File: src/rtl/pht_port_sched.sv
// Port scheduler for a single-port 2-bit-counter PHT SRAM: reset sweep, coalescing
// update queue drained in idle slots, and read forwarding from pending updates.
module pht_port_sched #(
    parameter int          IDX_W    = 14,
    parameter int          QDEPTH   = 4,
    parameter logic [1:0]  INIT_VAL = 2'b00
) (
    input  logic             clk,
    input  logic             rst_n,
    input  logic             rd_req,
    input  logic [IDX_W-1:0] rd_idx,
    output logic             rd_gnt,
    output logic             rd_valid,
    output logic [1:0]       rd_data,
    input  logic             wr_req,
    input  logic [IDX_W-1:0] wr_idx,
    input  logic [1:0]       wr_data,
    output logic             wr_full,
    output logic             init_busy,
    output logic             sram_en,
    output logic             sram_we,
    output logic [IDX_W-1:0] sram_addr,
    output logic [1:0]       sram_wdata,
    input  logic [1:0]       sram_rdata
);

    localparam int PTR_W = $clog2(QDEPTH);
    localparam int CNT_W = PTR_W + 1;

    localparam logic [0:0] ST_INIT = 1'b0;
    localparam logic [0:0] ST_RUN  = 1'b1;

    typedef struct packed {
        logic [IDX_W-1:0] idx;
        logic [1:0]       data;
    } upd_t;

    logic [0:0]       state;
    logic [IDX_W-1:0] init_ctr;
    upd_t             q_mem [QDEPTH];
    logic [PTR_W-1:0] head;
    logic [PTR_W-1:0] tail;
    logic [CNT_W-1:0] count;

    logic             run;
    logic             q_full;
    logic             q_empty;
    logic             drain;
    logic             push;
    logic             wr_hit;
    logic [PTR_W-1:0] wr_pos;
    logic             rd_hit;
    logic [1:0]       rd_fwd;

    logic             rd_valid_q;
    logic             fwd_hit_q;
    logic [1:0]       fwd_data_q;
    logic [1:0]       rd_hold;
    logic [1:0]       rd_now;

    always_comb begin
        run     = (state == ST_RUN);
        q_full  = (count == CNT_W'(QDEPTH));
        q_empty = (count == '0);
        // A full queue takes the port even over a pending read so retire never stalls forever.
        drain   = run && !q_empty && (q_full || !rd_req);
        rd_gnt  = run && !q_full && rd_req;
        push    = wr_req && !q_full;
    end

    // Scan resident entries oldest-first so the last match is the youngest.
    always_comb begin
        wr_hit = 1'b0;
        wr_pos = '0;
        rd_hit = 1'b0;
        rd_fwd = '0;
        for (int k = 0; k < QDEPTH; k++) begin
            if (CNT_W'(k) < count) begin
                if (q_mem[head + PTR_W'(k)].idx == rd_idx) begin
                    rd_hit = 1'b1;
                    rd_fwd = q_mem[head + PTR_W'(k)].data;
                end
                if ((q_mem[head + PTR_W'(k)].idx == wr_idx) && !(drain && k == 0)) begin
                    wr_hit = 1'b1;
                    wr_pos = head + PTR_W'(k);
                end
            end
        end
    end

    // SRAM port is held idle while reset is asserted, otherwise the sweep would start early.
    always_comb begin
        sram_en    = 1'b0;
        sram_we    = 1'b0;
        sram_addr  = '0;
        sram_wdata = '0;
        if (rst_n) begin
            if (!run) begin
                sram_en    = 1'b1;
                sram_we    = 1'b1;
                sram_addr  = init_ctr;
                sram_wdata = INIT_VAL;
            end else if (drain) begin
                sram_en    = 1'b1;
                sram_we    = 1'b1;
                sram_addr  = q_mem[head].idx;
                sram_wdata = q_mem[head].data;
            end else if (rd_gnt) begin
                sram_en    = 1'b1;
                sram_addr  = rd_idx;
            end
        end
    end

    always_ff @(posedge clk or negedge rst_n) begin
        if (!rst_n) begin
            state      <= ST_INIT;
            init_ctr   <= '0;
            head       <= '0;
            tail       <= '0;
            count      <= '0;
            rd_valid_q <= 1'b0;
            fwd_hit_q  <= 1'b0;
            fwd_data_q <= '0;
            rd_hold    <= '0;
        end else begin
            if (!run) begin
                init_ctr <= init_ctr + 1'b1;
                if (init_ctr == {IDX_W{1'b1}})
                    state <= ST_RUN;
            end
            if (push && !wr_hit)
                tail <= tail + 1'b1;
            if (drain)
                head <= head + 1'b1;
            count      <= count + CNT_W'(push && !wr_hit) - CNT_W'(drain);
            rd_valid_q <= rd_gnt;
            if (rd_gnt) begin
                fwd_hit_q  <= rd_hit;
                fwd_data_q <= rd_fwd;
            end
            if (rd_valid_q)
                rd_hold <= rd_now;
        end
    end

    // Queue storage needs no reset; residency is defined by head/count alone.
    always_ff @(posedge clk) begin
        if (push) begin
            if (wr_hit)
                q_mem[wr_pos].data <= wr_data;
            else
                q_mem[tail] <= '{idx: wr_idx, data: wr_data};
        end
    end

    always_comb begin
        rd_now    = fwd_hit_q ? fwd_data_q : sram_rdata;
        rd_data   = rd_valid_q ? rd_now : rd_hold;
        rd_valid  = rd_valid_q;
        wr_full   = q_full;
        init_busy = !run;
    end

endmodule

File: config.mk
export PLATFORM = sky130hd
export DESIGN_NAME = pht_port_sched
export DESIGN_NICKNAME = d
export VERILOG_FILES = /design/src/rtl/pht_port_sched.sv
export SDC_FILE = /design/constraint.sdc
export NUM_CORES = 1
export LEC_CHECK = 0
export CAP_MARGIN = 20
export CORE_MARGIN = 2
export CORE_UTILIZATION = 25
export CTS_CLUSTER_SIZE = 10
export DETAILED_ROUTE_END_ITERATION = 10
export GPL_TIMING_DRIVEN = 0
export PLACE_DENSITY = 0.52
export SYNTH_ARGS = -nofsm -noshare
export SYNTH_HDL_FRONTEND = slang
export SYNTH_SLANG_ARGS = --single-unit
File: constraint.sdc
create_clock -name clk -period 10.4 [get_ports clk]
set_input_delay 1.56 -clock clk [delete_from_list [all_inputs] [get_ports clk]]
set_output_delay 1.56 -clock clk [all_outputs]
set_load 0.005 [all_outputs]
==> results of run 1 <==
## placed cells by master (no fill, tap or decap), types with 3 or more instances in the layout
cell type	instances
or4_1	3
clkbuf_16	9
and2_1	4
o221ai_1	3
a221oi_1	6
dfrtp_1	28
xor2_1	45
nor4_1	5
nand4_1	22
a21oi_1	21
a31oi_1	5
buf_2	9
a22oi_1	4
a222oi_1	8
xnor2_1	73
and3_1	4
nor2b_1	15
ha_1	5
mux4_2	22
mux2i_2	5
a21o_1	3
clkbuf_1	26
nand3_1	12
mux2i_1	61
o211ai_1	8
nor2_1	23
buf_6	5
o21ai_0	9
mux2_2	27
edfxtp_1	64
o2111ai_1	5
buf_8	3
buf_1	5
nand2b_1	5
clkdlybuf4s50_1	44
inv_1	22
clkinv_4	3
nand2_1	37
## path summary, 6_finish.rpt
path | endpoint | cells past startpoint | startpoint
max | sram_addr[13] | 9 | rd_req
min | init_ctr[12] | 1 | init_ctr[12]
max reg2reg | q_mem[2][12] | 12 | head[0]
min reg2reg | init_ctr[12] | 1 | init_ctr[12]
max in group asynchronous | fwd_data_q[1] | 1 | rst_n
min in group asynchronous | init_ctr[10] | 1 | rst_n
## sequential cells by signal, summed over array words and instances, names as in the netlist
register	count
count	3
fwd_data_q	2
fwd_hit_q	1
head	2
init_ctr	14
q_mem	64
rd_hold	2
rd_valid	1
run	1
tail	2
## layer usage
| metal | track usage [%] | up-vias |
|---|---|---|
| met1 | 21.1 | 2814 |
| met5 | 0 | - |
| met3 | 2.79 | 24 |
| met4 | 3.78 | 0 |
| met2 | 23.6 | 209 |
| li1 | - | 2510 |
## power by group through the flow
stage          Combinational, mW  Clock, mW  Sequential (mW)
6_report                   0.364      0.340            0.505
5_1_grt                    0.395      0.359            0.512
4_1_cts                    0.362      0.346            0.505
3_5_place_dp               0.360          0            0.513
3_3_place_gp               0.357          0            0.511
2_1_floorplan              0.249          0            0.496
## kinds of logic (layout without fill, tap and decap cells)
group | after synthesis | in the layout | synth area share (%)
flops | 92 | 92 | 36.8
xor+xnor | 118 | 118 | 14.5
buf+inv | 72 | 134 | 5.17
simple gates | 147 | 147 | 11.3
fa+ha+maj | 6 | 6 | 1.16
mux | 118 | 118 | 21.6
compound gates | 92 | 92 | 9.45
## layout make-up
class	instances	area share (%)
inverters	23	1.03
clock inverters	7	0.913
plain buffers	49	3.37
clock buffers	9	2.69
repair buffers	46	5.46
well taps	378	5.66
multi-input cells	481	49.5
flip-flops and latches	92	31.4
## Yosys cell counts (3+ instances only)
cell	n
o221ai_1	3
a22oi_1	4
nand2_1	37
o21ai_0	9
mux2_2	27
a21oi_1	21
nor2_1	24
a222oi_1	8
xor2_1	45
buf_6	4
a31oi_1	5
or4_1	3
mux2i_2	5
buf_1	5
nor4_1	5
edfxtp_1	64
ha_1	5
nor2b_1	15
mux2i_1	61
nand2b_1	5
buf_8	3
mux4_2	22
nand4_1	22
clkbuf_1	26
o211ai_1	8
o2111ai_1	5
buf_2	8
and3_1	4
inv_1	22
xnor2_1	73
a221oi_1	6
dfrtp_1	28
nand3_1	12
and2_1	4
a21o_1	3
## metrics by stage
step                util (%)  area [um2]  cells
global placement        28.8        8040   1068
finish                  29.9        8360   1085
global route            29.9        8360   1085
detailed placement      28.8        8060   1069
CTS                     29.9        8360   1085
floorplan                  -        7120    645
==> impl_metrics.ini, run 1 <==
[global_routing]
antenna_found_initial = 0
grt_max_degree = 38
grt_pass1_vias = 5518
grt-ovfl-total = 0
track_usage_pct = 14.9
grt_pass1_wl_um = 34100

[detailed_routing]
wl_per_cell_um = 20.7
vias = 5557
wl_met2_um = 10000
drtIter0Drc = 533
finalWirelength_um = 22500
met3_length_um = 1570
post-route-drc-count = 0
ant_nets = 0
wl_met1_um = 10500
via_per_inst = 5.12
firstDrtPassIters = 8
top_layer = met4

[run]
cap_violations = 0

[synth]
ys_seq_area_share_pct = 36.8
yosysTopAreaCellShare_pct = 27.0
synth-seq-cells = 92
ys_warn_count = 0
yosys-top-cells-area = edfxtp_1 27%, dfrtp_1 9.8%, xnor2_1 9.0%, mux2i_1 8.6%, mux4_2 7.0%
synth_top_area_cell = edfxtp_1
async_flop_share_pct = 30.4
synthesis.nets = 687
yosysUniqueCellTypes = 71
syn_inst = 645
synth-edff-count = 64
synth_area_per_cell_um2 = 11.0
syn_area_mm2 = 0.00712
synth_flop_cell = edfxtp_1

[place]
hpwlAfterDp_um = 17700
dp_worst_setup_slack_ns = 4.75
port_buffers = 45
gp_congestion = 0.953

[cts]
cts_sinks = 92
cts_root_buf = clkbuf_16
cts_resized = 0
path_clk_slew_ns = 0.07
postCtsHoldBufs = 0
post_cts.repair.setup_buffers = 0
cts_buffers = 9
cts-htree-levels = 3
clock_latency_ns = 0.36
cts_tree = done
clock_path_buffers = 2

[timing]
skew_ns = 0.0108
rsz0062_at_grt = false
finalCritPeriodShare_pct = 54.4
worst_pin_slew_ns = 0.876
report.final.slew_viol_count = 0
max-slew-margin-rel_pct = 41.5
final.setup.tns_ns = 0
worst_slack_ns = 4.74
finalHoldViolations = 0
max_freq_mhz = 177
final.min_clock_period_ns = 5.66
setup-violations-final = 0
hold_slack_ns = 0.507

[worst_setup_path]
cp_max_fo = 10
crit_type = in -> out
worst_path_largest_cell_delay_ns = 0.54
worst_ep_arrival_time_ns = 4.10
startpoint_type = input port
crit_required_ns = 8.84
cp_num_buf_inv = 4
r2r_setup_slack_ns = 6.13
crit_chain = clkdlybuf4s50_1 > o21bai_1 > nand2_1 > nand2_1 > inv_1 > clkbuf_1 > a222oi_1 > nor2b_1 > clkdlybuf4s50_1
crit_path_end_kind = primary output
cpMaxStageDelayCell = clkdlybuf4s50_1
crit_family = buffers and inverters

[final_layout]
drive_gt1_share_pct = 15.3
area_growth_pct = 17.4
antenna_cells = 0
fin_nets = 744
fillers = 2937
multi_input_area_mm2 = 0.00414
seq_area_mm2 = 0.00262

[power_and_ir_drop]
p_comb_share_pct = 30.1
ir_worst_vdd_mv = 0.0785
power_frac_clock_pct = 28.1
p_per_area_mw_per_mm2 = 145
switchingPower_mw = 0.413
power_mw = 1.21
power.leakage_nw = 3.15
intPower_mw = 0.796
swShare_pct = 34.2
seq_power_share_pct = 41.8

[floorplanning]
rows = 61
die-area_mm2 = 0.0298
start_util_pct = 25.5
die_y_um = 173
pin_count = 60
die_w_um = 173
coreArea_mm2 = 0.0279

[outcome]
outcome = finished clean

[hold_path]
min_path_type = reg -> reg
Note: power is estimated with default switching activity, not from simulation.
==> inputs of run 2 (changes only) <==
==> constraint.sdc (replaced) <==
create_clock -name clk -period 5.4 [get_ports clk]
set_input_delay 0.81 -clock clk [delete_from_list [all_inputs] [get_ports clk]]
set_output_delay 0.81 -clock clk [all_outputs]
set_load 0.005 [all_outputs]
==> results of run 2 <==
The final DEF is identical to that of run 1. Status: finished clean.
Main changes from that run: setup slack after placement 4.75 ns -> 0.694 ns; setup slack after layout 4.74 ns -> 1.01 ns; start point of the critical path rd_req -> wr_idx[4]; end point of the critical path sram_addr[13] -> count[2]; register-to-register setup slack 6.13 ns -> 1.13 ns; total power 1.21 mW -> 2.33 mW; worst IR drop on VDD 0.0785 mV -> 0.151 mV
==> inputs of run 3 (changes only) <==
--- a/config.mk
+++ b/config.mk
@@ -11,7 +11,7 @@
 export CTS_CLUSTER_SIZE = 10
 export DETAILED_ROUTE_END_ITERATION = 10
 export GPL_TIMING_DRIVEN = 0
-export PLACE_DENSITY = 0.52
+export PLACE_DENSITY = 0.53
 export SYNTH_ARGS = -nofsm -noshare
 export SYNTH_HDL_FRONTEND = slang
 export SYNTH_SLANG_ARGS = --single-unit
==> constraint.sdc (replaced) <==
create_clock -name clk -period 3.5 [get_ports clk]
set_input_delay 0.525 -clock clk [delete_from_list [all_inputs] [get_ports clk]]
set_output_delay 0.525 -clock clk [all_outputs]
set_load 0.005 [all_outputs]
==> impl_metrics.ini, run 3 (synthesized netlist as in run 1, its figures left out) <==
[final_layout]
antenna_cells = 0
top_regs = q_mem (64), init_ctr (14), count (3)
area_growth_pct = 28.1
drive_gt1_share_pct = 25.2
largest_reg_flops = 64
fin_nets = 769
regMostFlops = q_mem
layout_common_cells = 69 x xnor2_1, 64 x edfxtp_1, 45 x mux2i_1, 45 x xor2_1, 43 x clkdlybuf4s50_1
final_common_cell = xnor2_1

[detailed_routing]
firstDrtPassIters = 5
vias = 5679
via_per_inst = 5.12
finalWirelength_um = 23100
ant_nets = 0
wl_per_cell_um = 20.8
drtIter0Drc = 584
post-route-drc-count = 0

[cts]
cts_tree = done
clock_path_buffers = 2
cts_sinks = 92
cts_buffers = 9
cts_root_buf = clkbuf_16
path_clk_slew_ns = 0.07
postCtsHoldBufs = 0
clock_latency_ns = 0.35
cts-htree-levels = 3

[worst_setup_path]
crit_path_end_kind = flip-flop
crit_type = reg -> reg
startpoint_type = flip-flop
worst_ep_arrival_time_ns = 3.92
cp_max_fo = 6
crit_required_ns = 3.76

[timing]
finalCritPeriodShare_pct = 105
max_freq_mhz = 273
hold_slack_ns = 0.244
finalHoldViolations = 0
report.final.slew_viol_count = 0
final.setup.tns_ns = -0.668
worst_slack_ns = -0.165
max-slew-margin-rel_pct = 47.9
rsz0062_at_grt = true
final.min_clock_period_ns = 3.66
worst_pin_slew_ns = 0.782
setup-violations-final = 10
skew_ns = 0.00708

[place]
dp_worst_setup_slack_ns = -0.967
gp_congestion = 0.944
port_buffers = 45
hpwlAfterDp_um = 17600

[global_routing]
grt_max_degree = 38
grt-ovfl-total = 0
grt_pass1_wl_um = 34600
track_usage_pct = 15.2
antenna_found_initial = 0
grt_pass1_vias = 5615

[power_and_ir_drop]
power.leakage_nw = 3.38
ir_worst_vdd_mv = 0.271
p_per_area_mw_per_mm2 = 423

[outcome]
outcome = finished with violations
violations = negative setup slack

[floorplanning]
start_util_pct = 25.5
die_w_um = 173
die_y_um = 173
rows = 61
coreArea_mm2 = 0.0279
die-area_mm2 = 0.0298
pin_count = 60

[hold_path]
min_path_type = in -> async

[run]
cap_violations = 0
[run 3: changes by cell type in the layout (fill, tap and decap cells not counted), sizes merged]
| cell | change |
|---|---|
| clkinvlp | +2 |
| bufinv | +1 |
| clkinv | -3 |
| and2 | +1 |
| clkbuf | -1 |
| bufbuf | +2 |
| clkdlybuf4s50 | -1 |
| inv | -1 |
| buf | +23 |
| dlymetal6s2s | +1 |
[run 3: critical path, stage by stage (launching register included)]
cell and delay (ns):
dfrtp_1 0.40, buf_12 0.15, bufbuf_16 0.27, mux2_2 0.26
o221ai_1 0.18, o221ai_1 0.22, o21ai_0 0.21, or4_4 0.62
and3_4 0.22, nand2_4 0.08, ha_4 0.20, inv_2 0.06
ha_4 0.12, inv_2 0.03, fa_2 0.51, inv_2 0.03
[run 3: worst paths after layout]
kind | start | endpoint | slack [ns] | depth (start not counted)
min in group clk | init_ctr[13] | init_ctr[13] | 0.50 | 1
worst min register to register | init_ctr[13] | init_ctr[13] | 0.50 | 1
worst max register to register | head[0] | count[1] | -0.16 | 15
max in group asynchronous | rst_n | head[1] | 2.70 | 1
worst max-delay path | head[0] | count[1] | -0.16 | 15
worst min-delay path | rst_n | init_ctr[8] | 0.24 | 1
[run 3: where the power goes]
part | switching [mW] | total [mW] | internal [mW]
Sequential | 0.169 | 1.53 | 1.37
Clock | 0.430 | 1.05 | 0.622
Combinational | 0.720 | 1.27 | 0.553
Total | 1.32 | 3.86 | 2.54
[run 3: timing repair]
| action | CTS | global route |
|---|---|---|
| setup endpoints to repair | 80 | 73 |
| resized for setup | 86 | 23 |
| cloned | 2 | 1 |
| pin swaps | 16 | 11 |
| hold endpoints to repair | 0 | 0 |
| buffers inserted | 20 | 3 |
[run 3: metal layers]
layer  up-vias  share of wire [%]  track usage (%)
li1       2568                  -                -
met3        27                8.3             4.13
met1      2840                 45             21.3
met2       244                 45             23.2
met5         -                  0                0
met4         0                1.6             3.67
[run 3: cell type report]
cell class                      instances  area, um2
Fill cell                            2853      18800
Multi-Input combinational cell        482       4530
Sequential cell                        92       2620
Timing Repair Buffer                   71        726
Tap cell                              378        473
Buffer                                 48        369
Clock buffer                            9        225
Clock inverter                          6       87.6
Inverter                               23       87.6
[run 3: per-stage QoR]
stage | area [um2] | total power [mW] | util [%] | instances
detailed placement | 8060 | 2.60 | 28.8 | 1069
global placement | 8040 | 2.58 | 28.8 | 1068
finish | 9120 | 3.86 | 32.7 | 1109
global route | 9120 | 4.04 | 32.7 | 1109
floorplan | 7120 | 2.21 | - | 645
CTS | 8970 | 3.78 | 32.1 | 1105
==> RTL change 1: new RTL, settings of run 1 <==
Set the parameter `QDEPTH` to 2 (it was 4).
--- a/src/rtl/pht_port_sched.sv
+++ b/src/rtl/pht_port_sched.sv
@@ -4,3 +4,3 @@
     parameter int          IDX_W    = 14,
-    parameter int          QDEPTH   = 4,
+    parameter int          QDEPTH   = 2,
     parameter logic [1:0]  INIT_VAL = 2'b00
Check against the original RTL: not equivalent (a bounded check fails within 4 cycles, from zero or initial values and one cycle with rst_n low).
==> RTL change 1 against run 1 <==
Routed wire length fell by 58%; area after synthesis fell by 51%; clock power fell by 13%; setup slack improved by 0.078 ns; sequential power fell by 40%; maximum frequency rose by 1.4%; cell area fell by 44%; global-route usage fell by 1.6 points; count of clock-buffer cells in the layout did not move; synthesized cell count fell by 52%; register-to-register slack improved by 0.94 ns; total power fell by 36%; sequential cell count fell by 35; worst hold slack got worse by 0.021 ns.
==> RTL change 1: results (changes against run 1) <==
metric	value	unit	change
ys_top_cells_by_area	edfxtp_1 (27%), dfrtp_1 (18%), xnor2_1 (9.7%)		was edfxtp_1 (27%), dfrtp_1 (9.8%), xnor2_1 (9.0%)
grt_pass1_wl	14700	um	was 34120 um
whs	0.4864	ns	was 0.5072 ns
async_reset_ff_frac	0.4386		was 0.3043
synth_edf_count	32		was 64
p_leak	1.895	nW	was 3.151 nW
vdd_drop_max	0.08075	mV	was 0.07855 mV
grt_usage	0.1332		was 0.1494
pg_comb	0.173	mW	was 0.364 mW
clk_latency	0.33	ns	was 0.36 ns
holdPathEnd	init_ctr[2]		was init_ctr[12]
port_buffers	59		was 45
cp_max_fo	11		was 10
avgRoutedWirePerCell	16.66	um	was 20.69 um
critPathArrivalTime	4.02	ns	was 4.10 ns
drt_iter0_drc	175		was 533
via_per_inst	4.602		was 5.122
path_clk_slew	0.05	ns	was 0.07 ns
drive_above_1_share	0.09278		was 0.1528
status	complete, no violations		unchanged
r2r_end	q_mem[0][9]		was q_mem[2][12]
routabilityCongestion	0.8470		was 0.9534
grt_pass1_vias	2691		was 5518
maxSlewHeadroom	0.4955		was 0.4152
critPathMaxStageDelay	0.56	ns	was 0.54 ns
reg_top3	q_mem: 32 flops, init_ctr: 14 flops		was q_mem: 64 flops, init_ctr: 14 flops, count: 3 flops
yosys-top-cells-count	xnor2_1 (39), xor2_1 (34), edfxtp_1 (32)		was xnor2_1 (73), edfxtp_1 (64), mux2i_1 (61)
drt-pass1-iter-count	5		was 8
rr_worst_depth	11		was 12
RTL change 1: kinds of logic after synthesis:
| family | Yosys count | synth area share |
|---|---|---|
| AOI/OAI and AO/OA | 34 | 0.07888 |
| xor gates and xnor gates | 73 | 0.1824 |
| DFF | 57 | 0.4525 |
| and+or+nand+nor | 80 | 0.1296 |
| muxes | 34 | 0.1028 |
| buffers and inverters | 29 | 0.04318 |
| adders and majority gates | 3 | 0.01071 |
RTL change 1: layout make-up:
class / count / area [um^2]
clock inverters: 7 / 78.83
plain buffers: 10 / 80.08
flip-flops and latches: 57 / 1587
clock buffers: 9 / 225.2
fillers: 1422 / 9090
repair buffers: 62 / 644.4
inverters: 19 / 71.32
multi-input cells: 224 / 1772
well taps: 180 / 225.2
RTL change 1: worst max path at each step:
stage / to / slack, ns / cells after the start
finish: sram_addr[2] / 4.82 / 7
global route: sram_addr[2] / 4.66 / 7
CTS: sram_addr[2] / 4.76 / 8
detailed placement: sram_addr[2] / 4.77 / 8
global placement: sram_addr[0] / 4.56 / 5
floorplan: sram_addr[10] / 6.27 / 6
RTL change 1: per-layer routing:
metal | track usage | part of all wire | up-vias
met2 | 0.2219 | 0.49 | 62
li1 | - | - | 1267
met3 | 0.03439 | 0.044 | 12
met1 | 0.1682 | 0.45 | 1273
met5 | 0 | 0 | -
met4 | 0.04382 | 0.018 | 0
RTL change 1: through the flow:
step	instance area [um^2]	power (mW)	utilization	setup WS, ns	cells
detailed placement	4379	0.4802	0.3180	4.773	552
finish	4683	0.7711	0.3400	4.822	568
floorplan	3506	0.4040	-	6.273	310
global route	4683	0.8093	0.3400	4.656	568
CTS	4683	0.7815	0.3400	4.764	568
global placement	4322	0.4685	0.3138	4.562	549
==> RTL change 2: new RTL, settings of run 1 <==
Made on the original files. Reset style: synchronous (`rst_n`), changed in one clocked block.
--- a/src/rtl/pht_port_sched.sv
+++ b/src/rtl/pht_port_sched.sv
@@ -114,3 +114,3 @@
 
-    always_ff @(posedge clk or negedge rst_n) begin
+    always_ff @(posedge clk) begin
         if (!rst_n) begin
Behaviour: differs if rst_n is asserted again (counterexample within 10 cycles, from zero or initial values and one cycle with rst_n low); with rst_n held inactive, the same outputs for 10 cycles.
==> RTL change 2 against run 1 <==
First-iteration DRC count grew 23%; non-clock buffer count increased by 8; sequential power is 10% lower; cell area increased by 2.7%; clock power is essentially flat; sequential cell count increased by 2; largest power group unchanged; area after synthesis rose by 2.1%; setup slack improved by 0.028 ns; worst hold slack worse by 0.015 ns; critical endpoint is now sram_addr[10]; routed wire length rose by 8.2%; total power down 16%.
==> RTL change 2: results (changes against run 1) <==
metric	value	unit	change
rr_worst_depth	16		was 12
dr_wl_met2	10640	um	was 10010 um
dp_slack	4.805	ns	was 4.749 ns
crit_start	rd_req		unchanged
p_leak	2.593	nW	was 3.151 nW
grt_pass1_wl	36180	um	was 34120 um
p_int	0.7222	mW	was 0.7958 mW
met1_length	11200	um	was 10500 um
min_period_over_period	0.5411		was 0.5438
hpwlAfterDp	19530	um	was 17700 um
drt_iter0_drc	658		was 533
vias	5767		was 5557
wirelength	24290	um	was 22450 um
clock_skew	0.01009	ns	was 0.01078 ns
r2r_end	count[2]		was q_mem[2][12]
cts_buffer_depth	2		unchanged
cts_made_buffers	9		unchanged
holdPathEnd	tail[0]		was init_ctr[12]
r2r_slack	5.75	ns	was 6.13 ns
ys_top_cells_by_area	edfxtp_1 (26%), mux4_2 (13%), xnor2_1 (11%)		was edfxtp_1 (27%), dfrtp_1 (9.8%), xnor2_1 (9.0%)
crit_end	sram_addr[10]		was sram_addr[13]
worstHoldPathCells	2		was 1
drive_above_1_share	0.1464		was 0.1528
status	complete, no violations		unchanged
grt_usage	0.1596		was 0.1494
routabilityCongestion	0.9432		was 0.9534
hp-start	tail[0]		was init_ctr[12]
maxSlewHeadroom	0.1798		was 0.4152
ys_types	68		was 71
post_synth_fa_ha_maj_area_fraction	0.01136		was 0.01160
nets	761		was 744
ys_seq_area_frac	0.3470		was 0.3683
synth_mux_area_frac	0.2370		was 0.2161
place_area	8282	um^2	was 8058 um^2
drt-pass1-iter-count	6		was 8
yosys-top-cells-count	xnor2_1 (88), edfxtp_1 (64), mux2i_1 (54)		was xnor2_1 (73), edfxtp_1 (64), mux2i_1 (61)
grtUsageMet2	0.2429		was 0.2359
wl_met3	1740	um	was 1566 um
synth_top_area_share	0.2644		was 0.2699
synth_nets	701		was 687
grt_max_degree	16		was 38
synth_compound_area_frac	0.09830		was 0.09454
vdd_drop_max	0.07940	mV	was 0.07855 mV
==> RTL change 2: changes by cell type after synthesis, moves of 15 or more <==
| cell | before | now |
|---|---|---|
| mux2_2 | 27 | 10 |
| dfxtp_1 | 0 | 30 |
| nor2_1 | 24 | 52 |
| xnor2_1 | 73 | 88 |
| dfrtp_1 | 28 | 0 |
| mux4_2 | 22 | 41 |
==> RTL change 2: final cells by class <==
cell class / instances / area, um^2
fillers: 2982 / 20120
multi-input cells: 493 / 4388
flip-flops and latches: 94 / 2522
repair buffers: 49 / 523.0
well taps: 384 / 480.5
plain buffers: 54 / 300.3
clock buffers: 12 / 256.5
inverters: 18 / 67.56
clock inverters: 4 / 46.29
==> RTL change 2: critical path: stages <==
cell             delay, ns
clkdlybuf4s50_1       0.45
o21bai_1              0.22
a21oi_2               0.50
clkbuf_1              0.45
a222oi_1              0.13
nor2_1                0.21
clkdlybuf4s50_1       0.54
==> RTL change 2: power groups by stage <==
| stage | logic, mW | registers, mW | clock network [mW] |
|---|---|---|---|
| 5_1_grt | 0.244 | 0.456 | 0.363 |
| 2_1_floorplan | 0.145 | 0.451 | 0 |
| 6_report | 0.227 | 0.453 | 0.341 |
| 3_3_place_gp | 0.217 | 0.460 | 0 |
| 4_1_cts | 0.224 | 0.452 | 0.349 |
| 3_5_place_dp | 0.223 | 0.460 | 0 |
==> RTL change 2: through the flow <==
step,cells,hold WS [ns]
finish,1108,0.4920
global route,1108,0.5062
CTS,1108,0.4880
floorplan,659,0.4463
global placement,1088,0.4645
detailed placement,1092,0.4796
==> RTL change 2: logic make-up after synthesis <==
logic type / Yosys count
AND/OR/NAND/NOR: 157
multiplexers: 112
adder cells (fa/ha/maj): 6
AO/OA/AOI/OAI: 97
XOR/XNOR: 121
buffers and inverters: 72
flip-flops: 94
